File: config.mk
export PLATFORM = sky130hd
export DESIGN_NAME = ppd_oup_fmt_flat
export DESIGN_NICKNAME = d
export VERILOG_FILES = /design/src/rtl/ppd_pkg.sv /design/src/rtl/ppd_oup_fmt_if.sv /design/src/rtl/ppd_sync_fifo.sv /design/src/rtl/ppd_oup_fmt.sv /design/src/flat_wrapper.sv
export SDC_FILE = /design/constraint.sdc
export NUM_CORES = 1
export LEC_CHECK = 0
export CORE_UTILIZATION = 45
export DETAILED_ROUTE_END_ITERATION = 8
export MAX_ROUTING_LAYER = met4
export PLACE_DENSITY = 0.68
export SYNTH_ARGS = -nofsm -noshare
export SYNTH_HDL_FRONTEND = slang
export SYNTH_SLANG_ARGS = --single-unit
File: constraint.sdc
create_clock -name i_clk -period 2.7 [get_ports i_clk]
set_input_delay 0.54 -clock i_clk [delete_from_list [all_inputs] [get_ports i_clk]]
set_output_delay 0.54 -clock i_clk [all_outputs]
set_load 0.05 [all_outputs]
File: src/rtl/ppd_pkg.sv
// Shared helpers for the polyphase-decimator output formatter.
package ppd_pkg;

    // Saturation limits for the default 16-bit output sample.
    localparam longint lp_sat_max16 = 64'sd32767;
    localparam longint lp_sat_min16 = -64'sd32768;

    // Ceiling log2, used for pointer and level widths.
    function automatic int unsigned clog2(input int unsigned n);
        int unsigned r;
        r = 0;
        while ((64'd1 << r) < 64'(n)) begin
            r++;
        end
        return r;
    endfunction

    // Ceiling divide, matching the filter's output-width formula so the
    // input width can be derived from filter parameters at integration.
    function automatic int unsigned ceil_div(input int unsigned a, input int unsigned b);
        return (a + b - 1) / b;
    endfunction

    // Constant added before the shift: half an output LSB when rounding.
    function automatic longint round_const(input int unsigned shift, input bit rnd);
        if (rnd && (shift > 0)) begin
            return 64'sd1 <<< (shift - 1);
        end
        return 64'sd0;
    endfunction

    // Largest positive value of a signed word of the given width.
    function automatic longint sat_max(input int unsigned w);
        return (64'sd1 <<< (w - 1)) - 64'sd1;
    endfunction

    // Most negative value of a signed word of the given width.
    function automatic longint sat_min(input int unsigned w);
        return -(64'sd1 <<< (w - 1));
    endfunction

endpackage

File: src/rtl/ppd_oup_fmt_if.sv
// Valid/ready sample stream between the formatter and its consumer.
interface ppd_oup_fmt_if #(
    parameter int unsigned gp_width = 16
);
    logic [gp_width-1:0] data;
    logic                valid;
    logic                ready;

    modport master (output data, output valid, input ready);
    modport slave  (input data, input valid, output ready);
endinterface

File: src/rtl/ppd_sync_fifo.sv
// Synchronous FIFO with a registered head word and wrap-bit pointers.
module ppd_sync_fifo
    import ppd_pkg::*;
#(
    parameter int unsigned gp_width = 16,
    parameter int unsigned gp_depth = 4
) (
    input  logic                         i_clk,
    input  logic                         i_rst_an,
    input  logic                         i_push,
    input  logic                         i_pop,
    input  logic [gp_width-1:0]          i_din,
    output logic [gp_width-1:0]          o_dout,
    output logic                         o_full,
    output logic                         o_empty,
    output logic [clog2(gp_depth):0]     o_level
);
    localparam int unsigned lp_aw = clog2(gp_depth);

    logic [gp_width-1:0] r_mem [gp_depth];
    logic [lp_aw:0]      r_wptr;
    logic [lp_aw:0]      r_rptr;
    logic [gp_width-1:0] r_dout;
    logic [gp_width-1:0] w_dout_d;
    logic [lp_aw:0]      w_wptr_nxt;
    logic [lp_aw:0]      w_rptr_nxt;
    logic                w_push_ok;
    logic                w_pop_ok;

    assign o_empty    = (r_wptr == r_rptr);
    assign o_full     = (r_wptr[lp_aw] != r_rptr[lp_aw]) &&
                        (r_wptr[lp_aw-1:0] == r_rptr[lp_aw-1:0]);
    assign o_level    = r_wptr - r_rptr;
    assign o_dout     = r_dout;
    assign w_pop_ok   = i_pop & ~o_empty;
    // A full FIFO still accepts a write when the same edge frees a slot.
    assign w_push_ok  = i_push & (~o_full | w_pop_ok);
    assign w_wptr_nxt = r_wptr + (lp_aw + 1)'(w_push_ok);
    assign w_rptr_nxt = r_rptr + (lp_aw + 1)'(w_pop_ok);

    // Next head word; holds the last value read once the FIFO drains.
    always_comb begin
        w_dout_d = r_dout;
        if (w_rptr_nxt != w_wptr_nxt) begin
            if (w_push_ok && (w_rptr_nxt[lp_aw-1:0] == r_wptr[lp_aw-1:0])) begin
                w_dout_d = i_din;
            end else begin
                w_dout_d = r_mem[w_rptr_nxt[lp_aw-1:0]];
            end
        end
    end

    // Storage array, written at the write pointer.
    always_ff @(posedge i_clk) begin
        if (w_push_ok) begin
            r_mem[r_wptr[lp_aw-1:0]] <= i_din;
        end
    end

    // Pointers and registered head.
    always_ff @(posedge i_clk) begin
        if (!i_rst_an) begin
            r_wptr <= '0;
            r_rptr <= '0;
            r_dout <= '0;
        end else begin
            r_wptr <= w_wptr_nxt;
            r_rptr <= w_rptr_nxt;
            r_dout <= w_dout_d;
        end
    end

endmodule

File: src/rtl/ppd_oup_fmt.sv
// Formats decimated filter results: capture, round/truncate, saturate, buffer.
module ppd_oup_fmt
    import ppd_pkg::*;
#(
    parameter int unsigned gp_idata_width = 25,
    parameter int unsigned gp_odata_width = 16,
    parameter int unsigned gp_shift       = 9,
    parameter int unsigned gp_round       = 1,
    parameter int unsigned gp_fifo_depth  = 4
) (
    input  logic                             i_clk,
    input  logic                             i_rst_an,
    input  logic                             i_ena,
    input  logic [gp_idata_width-1:0]        i_data,
    input  logic                             i_sclk,
    input  logic                             i_clr,
    ppd_oup_fmt_if.master                    o_if,
    output logic [clog2(gp_fifo_depth):0]    o_level,
    output logic                             o_sat,
    output logic                             o_ovf
);
    localparam int unsigned lp_rw = gp_idata_width + 1 - gp_shift;
    localparam int unsigned lp_cw = (lp_rw > gp_odata_width) ? lp_rw : gp_odata_width;
    localparam logic [gp_idata_width:0] lp_rnd =
        (gp_idata_width + 1)'(round_const(gp_shift, gp_round != 0));
    localparam logic signed [lp_cw-1:0] lp_max = lp_cw'(sat_max(gp_odata_width));
    localparam logic signed [lp_cw-1:0] lp_min = lp_cw'(sat_min(gp_odata_width));

    logic                              r_sclk_q;
    logic                              r_v1;
    logic [lp_rw-1:0]                  r_r1;
    logic                              r_v2;
    logic                              r_sat2;
    logic [gp_odata_width-1:0]         r_d2;
    logic                              r_sat;
    logic                              r_ovf;
    logic                              w_stb;
    logic signed [gp_idata_width:0]    w_sum;
    logic signed [lp_cw-1:0]           w_r_ext;
    logic                              w_full;
    logic                              w_empty;
    logic                              w_pop;
    logic                              w_drop;

    assign w_stb   = i_sclk & ~r_sclk_q & i_ena;
    // One guard bit keeps the rounding add from wrapping at full scale.
    assign w_sum   = $signed({i_data[gp_idata_width-1], i_data}) + $signed(lp_rnd);
    assign w_r_ext = lp_cw'($signed(r_r1));
    assign w_pop   = o_if.valid & o_if.ready;
    assign w_drop  = r_v2 & w_full & ~w_pop;

    assign o_if.valid = ~w_empty;
    assign o_sat      = r_sat;
    assign o_ovf      = r_ovf;

    // Slow-clock edge detect and stage 1 capture with scaling.
    always_ff @(posedge i_clk) begin
        if (!i_rst_an) begin
            r_sclk_q <= 1'b0;
            r_v1     <= 1'b0;
            r_r1     <= '0;
        end else begin
            r_sclk_q <= i_sclk;
            r_v1     <= w_stb;
            if (w_stb) begin
                r_r1 <= lp_rw'(w_sum >>> gp_shift);
            end
        end
    end

    // Stage 2 saturation to the output width.
    always_ff @(posedge i_clk) begin
        if (!i_rst_an) begin
            r_v2   <= 1'b0;
            r_sat2 <= 1'b0;
            r_d2   <= '0;
        end else begin
            r_v2 <= r_v1;
            if (w_r_ext > lp_max) begin
                r_d2   <= lp_max[gp_odata_width-1:0];
                r_sat2 <= 1'b1;
            end else if (w_r_ext < lp_min) begin
                r_d2   <= lp_min[gp_odata_width-1:0];
                r_sat2 <= 1'b1;
            end else begin
                r_d2   <= w_r_ext[gp_odata_width-1:0];
                r_sat2 <= 1'b0;
            end
        end
    end

    // Sticky flags; a set in the same cycle as a clear takes priority.
    always_ff @(posedge i_clk) begin
        if (!i_rst_an) begin
            r_sat <= 1'b0;
            r_ovf <= 1'b0;
        end else begin
            if (i_clr) begin
                r_sat <= 1'b0;
                r_ovf <= 1'b0;
            end
            if (r_v2 && r_sat2) begin
                r_sat <= 1'b1;
            end
            if (w_drop) begin
                r_ovf <= 1'b1;
            end
        end
    end

    ppd_sync_fifo #(
        .gp_width (gp_odata_width),
        .gp_depth (gp_fifo_depth)
    ) u_fifo (
        .i_clk    (i_clk),
        .i_rst_an (i_rst_an),
        .i_push   (r_v2),
        .i_pop    (w_pop),
        .i_din    (r_d2),
        .o_dout   (o_if.data),
        .o_full   (w_full),
        .o_empty  (w_empty),
        .o_level  (o_level)
    );

endmodule

File: src/flat_wrapper.sv
// flat-port wrapper written by rule: the top's interface ports become plain ports
module ppd_oup_fmt_flat import ppd_pkg::*;
#(
    parameter int unsigned gp_idata_width = 25,
    parameter int unsigned gp_odata_width = 16,
    parameter int unsigned gp_shift       = 9,
    parameter int unsigned gp_round       = 1,
    parameter int unsigned gp_fifo_depth  = 4
)
  (i_clk, i_rst_an, i_ena, i_data, i_sclk, i_clr, o_level, o_sat, o_ovf, o_if_data, o_if_valid, o_if_ready);
  ppd_oup_fmt_if #(.gp_width(16)) o_if_i ();
  input  logic i_clk;
  input  logic i_rst_an;
  input  logic i_ena;
  input  logic [gp_idata_width-1:0] i_data;
  input  logic i_sclk;
  input  logic i_clr;
  output logic [clog2(gp_fifo_depth):0] o_level;
  output logic o_sat;
  output logic o_ovf;
  output wire logic [$bits(o_if_i.data)-1:0] o_if_data;
  output wire logic [$bits(o_if_i.valid)-1:0] o_if_valid;
  input wire logic [$bits(o_if_i.ready)-1:0] o_if_ready;
  assign o_if_data = o_if_i.data;
  assign o_if_valid = o_if_i.valid;
  assign o_if_i.ready = o_if_ready;
  ppd_oup_fmt #(.gp_idata_width(gp_idata_width), .gp_odata_width(gp_odata_width), .gp_shift(gp_shift), .gp_round(gp_round), .gp_fifo_depth(gp_fifo_depth)) u_core (.i_clk(i_clk), .i_rst_an(i_rst_an), .i_ena(i_ena), .i_data(i_data), .i_sclk(i_sclk), .i_clr(i_clr), .o_if(o_if_i), .o_level(o_level), .o_sat(o_sat), .o_ovf(o_ovf));
endmodule
* After elaboration in Yosys (flattened, before gate mapping)
Memories as Yosys holds them, arrays and structs flattened. A register that Yosys moved wholly into a read port is not among the register bits.
Cells that the tools add are included.
** Storage, ports and cells
- Register bits after elaboration :: 45
- Memory bits (writable) :: 64
- Word-level logic and storage cells :: 50
- Memories :: 1
** Memory list
- u_core.u_fifo.r_mem :: depth 4, bits a word 16, read ports 1, clocked after memory_dff 1, write ports 1, RTL line ppd_sync_fifo.sv:20 : logic [gp_width-1:0] r_mem [gp_depth];
** Operators by class
- Add/subtract/negate cells :: 4
- Magnitude comparators :: 2
- Eq/ne operators :: 4
- Multiplexer cells :: 9
- Bitwise logic cells :: 13
- Reductions and logical operators :: 6
** Operator list (count)
- 25-bit by 10-bit adder with 26-bit output, second input constant :: 1
- 17-bit by 16-bit greater-than comparator with 1-bit output, second input constant :: 1
- 17-bit by 16-bit less-than comparator with 1-bit output, second input constant :: 1
- 16-bit two-way mux :: 1
- 15-bit two-way mux :: 1
- 1-bit AND :: 7
- 1-bit two-way mux :: 7
- 3-bit by 1-bit adder with 3-bit output :: 2
- 1-bit NOT :: 5
- 2-bit nonzero test :: 2
- 3-bit equality test :: 1
- 3-bit inequality test :: 1
- 3-bit subtractor :: 1
- 2-bit equality test :: 1
- 1-bit logical AND :: 2
- 2-bit OR reduction :: 1
- 1-bit zero test :: 1
- 1-bit inequality test :: 1
- 1-bit bitwise OR :: 1

* Longest topological paths before layout
Gate-level depths: netlist of the first run.
- Depth in word-level cells :: 8
- Depth in mapped cells :: 14
- Mapped depth without buffers :: 11

* Cells and area by module
From an unflattened synthesis of the first run, not the netlist that was laid out.
** Second synthesis, totals
- Cell total of the unflattened synthesis :: 433
- Area total of the unflattened synthesis :: 5267.6 sq um
** Modules (own cells, without submodules)
- ppd_sync_fifo :: instances 1, cells each 224, area an instance 3514.6 sq um, seq. area each 2362.3 sq um
- ppd_oup_fmt :: instances 1, cells each 209, area an instance 1752.9 sq um, seq. area each 780.7 sq um

* Least setup slack after synthesis of the first run
Ideal clock, no wire load.
- Path type :: reg-to-reg
- From :: register u_core.u_fifo.r_wptr[0]
- To :: register u_core.u_fifo.r_dout[0] (netlist: u_core.u_fifo.o_dout[0]), read port of u_core.u_fifo.r_mem
- Data arrival time :: 3153 ps
- Required time :: 2559 ps
- Setup slack :: -594 ps
- Cell stages (with the launch flop) :: 14
- Path through :: dfxtp_1 > inv_1 > ha_1 > nand3_1 > and2_1 > ha_1 > ha_1 > buf_4 > xor2_1 > or2_2 > clkbuf_1 > clkbuf_1 > o21ai_0 > a311oi_2
** RTL lines
- from (decl) :: RTL line ppd_sync_fifo.sv:21 : logic [lp_aw:0] r_wptr;
- from (signal assigned) :: RTL line ppd_sync_fifo.sv:67 : r_wptr <= w_wptr_nxt;
- 3-bit equality test * :: RTL line ppd_sync_fifo.sv:30 : assign o_empty = (r_wptr == r_rptr);
- 1-bit NOT * :: RTL line ppd_oup_fmt.sv:52 : assign o_if.valid = ~w_empty;
- named net o_if_valid :: RTL line flat_wrapper.sv:22 : output wire logic [$bits(o_if_i.valid)-1:0] o_if_valid;
- 1-bit AND :: RTL line ppd_oup_fmt.sv:49 : assign w_pop = o_if.valid & o_if.ready;
- 1-bit AND * :: RTL line ppd_sync_fifo.sv:35 : assign w_pop_ok = i_pop & ~o_empty;
- 3-bit by 1-bit adder with 3-bit output * :: RTL line ppd_sync_fifo.sv:39 : assign w_rptr_nxt = r_rptr + (lp_aw + 1)'(w_pop_ok);
- named net u_core.u_fifo.w_rptr_nxt[1] :: RTL line ppd_sync_fifo.sv:26 : logic [lp_aw:0] w_rptr_nxt;
- 3-bit inequality test :: RTL line ppd_sync_fifo.sv:44 : if (w_rptr_nxt != w_wptr_nxt) begin
- to (decl) :: RTL line ppd_sync_fifo.sv:23 : logic [gp_width-1:0] r_dout;
The timed path passes the listed nets; every way through them passes the cells marked *.
A chain may end at the register's enable or synchronous reset.

* Worst setup path after layout of the first run
- From :: register u_core.u_fifo.r_rptr[1]
- To :: register u_core.u_fifo.r_dout[9] (netlist: u_core.u_fifo.o_dout[9]), read port of u_core.u_fifo.r_mem
** Between the ends
- Cells in the longest elaborated chain, start to end :: 8
** RTL lines
- from (decl) :: RTL line ppd_sync_fifo.sv:22 : logic [lp_aw:0] r_rptr;
- from (signal assigned) :: RTL line ppd_sync_fifo.sv:68 : r_rptr <= w_rptr_nxt;
- 3-bit equality test :: RTL line ppd_sync_fifo.sv:30
- 1-bit NOT :: RTL line ppd_sync_fifo.sv:35, ppd_oup_fmt.sv:52
- 1-bit AND :: RTL line ppd_oup_fmt.sv:49
- 1-bit AND :: RTL line ppd_sync_fifo.sv:35
- 1-bit bitwise OR :: RTL line ppd_sync_fifo.sv:37 : assign w_push_ok = i_push & (~o_full | w_pop_ok);
- 1-bit AND :: RTL line ppd_sync_fifo.sv:37
- 3-bit by 1-bit adder with 3-bit output :: RTL line ppd_sync_fifo.sv:38 : assign w_wptr_nxt = r_wptr + (lp_aw + 1)'(w_push_ok);
- 3-bit inequality test :: RTL line ppd_sync_fifo.sv:44
Several ways; a longest one is shown, not always the timed one.

==> metrics, run 1 <==
number of synthesized register bits 125; R2R Setup Slk 0.16 ns; CP most frequent cell ha_4; Core Rows 38; Avg Inst Size Synth 12.83 µm²; Post-Route WL 9994 µm; sequential-to-total area share from yosys stat 61.54%; port bufs 44; Slew HR 49.77%; vias in the first global route 3443; Hold Path End u_core.r_v2; crit-path max FO 9; worst skew pair latency 0.40 ns; final setup fails 0; hold path start u_core.r_v1; Critical-path top delay cell dfxtp_2; clock skew 0.006855 ns; largest family of logic cells by synthesized area compound AO/OA/AOI/OAI gates; Critical Path AT 2.84 ns; Synth Flop Type edfxtp_1; Worst-Margin Slew 0.7493 ns; area added between synthesis and finish 28.54%; grt ovf 0; commonest cells after routing, fill and taps aside edfxtp_1, dfxtp_1, clkdlybuf4s50_1, a21oi_1, buf_4; share of the synthesized area in the top cell type 37.63%; Compound-Gate Fraction of Synth Area 10.66%; status finished clean; Worst VDD drop 0.5063 mV; layout cells sized above 1 25.74%; initial core utilization 46.70%; cts bufs inserted 17; Post-synth EDFFs 64; Area contributors post-synth edfxtp_1, dfxtp_1, mux4_2; Design Power 0.004870 W; ANT nets after route 0; Detailed Place HPWL 6653 µm; Synth area leader edfxtp_1; synth warn 0; diodes inserted 0; Post-Syn Instances 398; nets 500; Crit Reg-Reg Endpoint u_core.u_fifo.o_dout[9]; router iterations before antenna repair 4; Final WS setup 0.1589 ns; clk buf depth 2; FMAX 0.3935 GHz; Hold Crit Class reg -> reg; RSZ-0062 raised after global routing no; commonest non-fill, non-tap cell in the layout edfxtp_1; fraction of registers with async set/reset 0%; Total GRT Usage 19.65%; H-Tree Depth 4; CP Class reg -> reg; required time of the critical path 3.00 ns; CP peak stage delay 0.35 ns; hold_buf cts 0; final hold vios 0; Root Driver clkbuf_16; initial antenna violation count 0; Setup crit end kind flip-flop; via count 3280; DP Worst Slack -0.1412 ns; P_leak 2.239 nW; core area 10940 µm²; # DRC 0; Filler Cells Inserted 869; Post-Synth XOR/XNOR Area 4.802%; hold slack 0.4358 ns; post-synthesis mux area share 7.251%; syn nets 437; first-pass GRT wire length 16620 µm; pwr dens 741.9 nW/µm²; Ports 53; Worst R2R Start u_core.u_fifo.r_rptr[1]; crit start category flip-flop; Synth Area in Simple Gates 10.26%; Synth cell types 38; Synth Area in Adders 2.107%; Reg clk slew, reported paths 0.05 ns; Slew Limit Fails 0; Cells on Worst Hold Path 1; largest net degree at the start of global routing 37; via-per-instance ratio 5.342; Sink Count 125; die height 108.5 µm; Post-Synthesis Cell Area 5107 µm²; R2R depth 12; DR iter-0 viols 147; Die Wd 108.5 µm; CTS tree done; die area 11780 µm²; Tmin final 2.541 ns; Placer Congestion 0.7550; Max Cap Viol 0; crit path cell chain inv_1 > ha_4 > nand2_2 > o31ai_4 > inv_2 > ha_4 > ha_4 > xor2_2 > xnor2_2 > or2_1 > buf_4 > a311oi_1; fin crit share 94.12%; routed len/inst 16.28 µm
[state kept, by name, summed over array words and instances, names as in the netlist, 3 cells and up]
signal / cells
u_core.r_d2: 16
u_core.r_r1: 17
u_core.u_fifo.o_dout: 16
u_core.u_fifo.r_mem: 64
u_core.u_fifo.r_rptr: 3
u_core.u_fifo.r_wptr: 3
[routing by layer]
layer | track usage (%) | routed length [µm]
met4 | 8.687 | 154
met1 | 22.00 | 4312
met5 | - | 0
met2 | 33.82 | 5104
met3 | 4.039 | 423
[timing repair]
| action | in CTS | in global routing |
|---|---|---|
| gates resized for setup | 0 | 2 |
| endpoints found under the setup margin | 0 | 4 |
| setup buffers | 0 | 3 |
[cells by family (layout without fill, tap and decap cells)]
group                    Yosys count  after routing
buffers and inverters             37            113
AO/OA/AOI/OAI                     78             78
adder cells (fa/ha/maj)            8              8
flip-flops                       125            125
AND/OR/NAND/NOR                  108            108
XOR/XNOR                          25             25
multiplexers                      17             17
[worst max-delay path: cells and delay by family, from the launching register on]
family                     cells  cell delay, ns
DFF                            1            0.35
AOI/OAI and AO/OA              2            0.51
buffers and inverters          3            0.34
and+or+nand+nor                2            0.32
adders and majority gates      3            0.61
xor gates and xnor gates       2            0.29
[how the worst max path moves through the flow]
stage                                  startpoint                  endpoint  slack (ns)  cells past startpoint
after global routing      u_core.u_fifo.r_wptr[0]   u_core.u_fifo.o_dout[9]        0.02                     12
after floorplan           u_core.u_fifo.r_wptr[0]   u_core.u_fifo.o_dout[0]        0.01                     14
after global placement                 o_if_ready  u_core.u_fifo.o_dout[10]       -0.07                      8
final                     u_core.u_fifo.r_rptr[1]   u_core.u_fifo.o_dout[9]        0.16                     12
after CTS                 u_core.u_fifo.r_wptr[0]   u_core.u_fifo.o_dout[9]        0.09                     12
after detailed placement               o_if_ready   u_core.u_fifo.o_dout[9]       -0.14                      8
[cells in the mapped netlist (3+ instances only)]
master / count
a211oi_1: 4
a21oi_1: 29
a311oi_1: 6
a311oi_2: 10
and2_1: 8
buf_2: 5
buf_6: 3
clkbuf_1: 16
dfxtp_1: 61
edfxtp_1: 64
ha_1: 7
inv_1: 8
mux4_2: 16
nand2_1: 23
nand2b_1: 3
nand3_1: 22
nand4_1: 4
nor2_1: 14
nor3_1: 25
nor4_1: 5
o21ai_0: 26
xnor2_1: 19
xor2_1: 4
[stage by stage]
step	area, µm²	TNS, ns	utilization (%)	std cells
floorplan	5296	0	-	398
global placement	5977	-0.7598	54.66	579
detailed placement	5977	-1.485	54.66	579
CTS	6530	0	59.71	611
global route	6565	0	60.03	614
finish	6565	0	60.03	614
[area by class of cell]
cell class                 count  area, µm²  area share, %
sequential                   125       3151          47.99
multi-input combinational    236       1958          29.83
timing repair buffer          71      688.2          10.48
clock buffer                  25      518.0          7.890
tap                          140      175.2          2.668
inverter                      10      40.04         0.6099
clock inverter                 7      35.03         0.5336
[power by group]
part	internal (W)	total [W]	switching (W)	leakage [nW]
Combinational	0.000278	0.000662	0.000384	0.866
Clock	0.00132	0.00207	0.000753	0.281
Sequential	0.00208	0.00214	0.0000573	1.09
Total	0.00368	0.00487	0.00119	2.24
No activity file was read; power rests on OpenSTA's default activity.
==> run 2, diff against run 1 <==
- CORE_MARGIN: unset -> 10
==> run 2 against run 1 <==
Highest routed layer unchanged. Fmax is 1.2% lower. Combinational power is 2% higher. Largest power group unchanged. Die area is 36% higher. Register-to-register slack worse by 0.03 ns. Critical path depth is 1 lower. Clock-buffer cell count is 5 lower. Sequential cell count stayed put. Utilization is 0.59 points lower. Hold slack better by 0.0041 ns. Sequential share of layout area is 0.27 points higher.
==> metrics, run 2 (same netlist as run 1, synthesis figures left out) <==
initial antenna violation count 0 (unchanged); Core Rows 38 (unchanged); cts bufs inserted 17 (unchanged); RSZ-0062 raised after global routing no; hold_buf cts 0 (unchanged); R2R depth 11 (-1); final hold vios 0 (unchanged); final setup fails 0 (unchanged); Ports 53 (unchanged); Critical Path AT 2.84 ns (about the same); commonest cells after routing, fill and taps aside edfxtp_1, dfxtp_1, clkdlybuf4s50_1, a21oi_1; layout cells sized above 1 25.64% (-0.10 points); first-pass GRT wire length 16690 µm (+0.42%); initial core utilization 46.50% (-0.20 points); P_leak 2.198 nW (-1.8%); hold slack 0.4398 ns (+0.004070 ns); via-per-instance ratio 5.441 (+1.9%); pwr dens 729.7 nW/µm² (-1.6%); Post-Route WL 10440 µm (+4.4%); worst skew pair latency 0.40 ns (about the same); fin crit share 95.29% (+1.2 points); nets 498 (-0.40%); DR iter-0 viols 166 (+13%); Placer Congestion 0.7602 (+0.69%); Max Cap Viol 0 (unchanged); Slew HR 63.11% (+13 points); Crit Reg-Reg Endpoint u_core.u_fifo.o_dout[1]; DP Worst Slack -0.09425 ns (+0.04697 ns); Reg clk slew, reported paths 0.05 ns (about the same); die area 16010 µm² (+36%); Worst VDD drop 0.4439 mV (-12%); Detailed Place HPWL 6690 µm (+0.56%); clk buf depth 2 (unchanged); grt ovf 0 (unchanged); crit-path max FO 12 (+3); commonest non-fill, non-tap cell in the layout edfxtp_1; Sink Count 125 (unchanged); port bufs 44 (unchanged); CTS tree done; largest net degree at the start of global routing 33 (-11%); Worst R2R Start u_core.u_fifo.r_wptr[0]; die height 126.5 µm (+17%); routed len/inst 17.05 µm (+4.8%); Final WS setup 0.1272 ns (-0.03163 ns); FMAX 0.3887 GHz (-1.2%); Hold Crit Class reg -> reg; Setup crit end kind flip-flop; CP startpoint u_core.u_fifo.r_wptr[0]; vias in the first global route 3281 (-4.7%); router iterations before antenna repair 4 (unchanged); Root Driver clkbuf_16; CP Class reg -> reg; number of flip-flops in the largest register 64 (unchanged); diodes inserted 0 (unchanged); area added between synthesis and finish 27.83%; worst setup path end u_core.u_fifo.o_dout[1]; crit start category flip-flop; Total GRT Usage 13.36% (-6.3 points); Worst-Margin Slew 0.5534 ns (-0.1959 ns); clock skew 0.01126 ns (+0.004404 ns); ANT nets after route 0 (unchanged); Tmin final 2.573 ns (+0.03163 ns); status finished clean; via count 3330 (+1.5%); required time of the critical path 2.97 ns (-0.03 ns); Die Wd 126.5 µm (+17%); core area 10980 µm² (+0.43%); Slew Limit Fails 0 (unchanged); R2R Setup Slk 0.13 ns (-0.03 ns); H-Tree Depth 4 (unchanged); # DRC 0 (unchanged)
-- run 2: critical path: stages, from the launching register on --
cell and delay (ns):
dfxtp_4 0.40, inv_4 0.06, ha_4 0.29, nand3_4 0.07
and2_4 0.14, ha_2 0.16, ha_1 0.40, xor2_2 0.19
or2_4 0.34, buf_4 0.18, o21ai_2 0.11, a311oi_2 0.10
-- run 2: area by class of cell --
class | instances | area, µm²
inverters | 10 | 40.04
fillers | 840 | 4454
multi-input cells | 236 | 1952
clock buffers | 20 | 446.7
well taps | 140 | 175.2
repair buffers | 69 | 689.4
flip-flops and latches | 125 | 3151
clock inverters | 12 | 75.07
-- run 2: per-stage QoR --
step                cells  cell area (µm²)  total power, W  util [%]  TNS [ns]
finish                612             6529        0.004764     59.44         0
detailed placement    577             5962        0.002836     54.28    -1.189
global placement      577             5962        0.002823     54.28   -0.7405
global route          612             6529        0.004927     59.44         0
CTS                   609             6484        0.004785     59.03         0
floorplan             398             5296        0.002628         -         0
-- run 2: layer usage --
layer	track usage, %	vias to the layer above	wire (µm)	share of wire [%]
met4	5.626	0	151	1.4
met1	14.76	1602	4232	41
met5	-	-	0	0
li1	-	1611	-	-
met2	22.75	106	5374	51
met3	3.040	11	679	6.5
-- run 2: worst min-delay path by stage --
stage / to / startpoint / slack (ns) / depth (start not counted)
3_5_place_dp: u_core.r_v2 / u_core.r_v1 / 0.44 / 1
4_1_cts: u_core.r_v2 / u_core.r_v1 / 0.45 / 1
6_report: u_core.r_v2 / u_core.r_v1 / 0.44 / 1
3_3_place_gp: u_core.r_v2 / u_core.r_v1 / 0.42 / 1
2_1_floorplan: u_core.r_v2 / u_core.r_v1 / 0.41 / 1
5_1_grt: u_core.r_v2 / u_core.r_v1 / 0.45 / 1
-- run 2: what timing repair did --
action                                  4_1_cts  5_1_grt
gates resized for setup                       0        2
setup buffers                                 0        3
endpoints found under the setup margin        0        2
-- run 2: power by group --
group / total (W) / internal (W) / switching (W)
Combinational: 0.000676 / 0.000285 / 0.000391
Sequential: 0.00214 / 0.00208 / 0.0000575
Clock: 0.00195 / 0.00118 / 0.000770
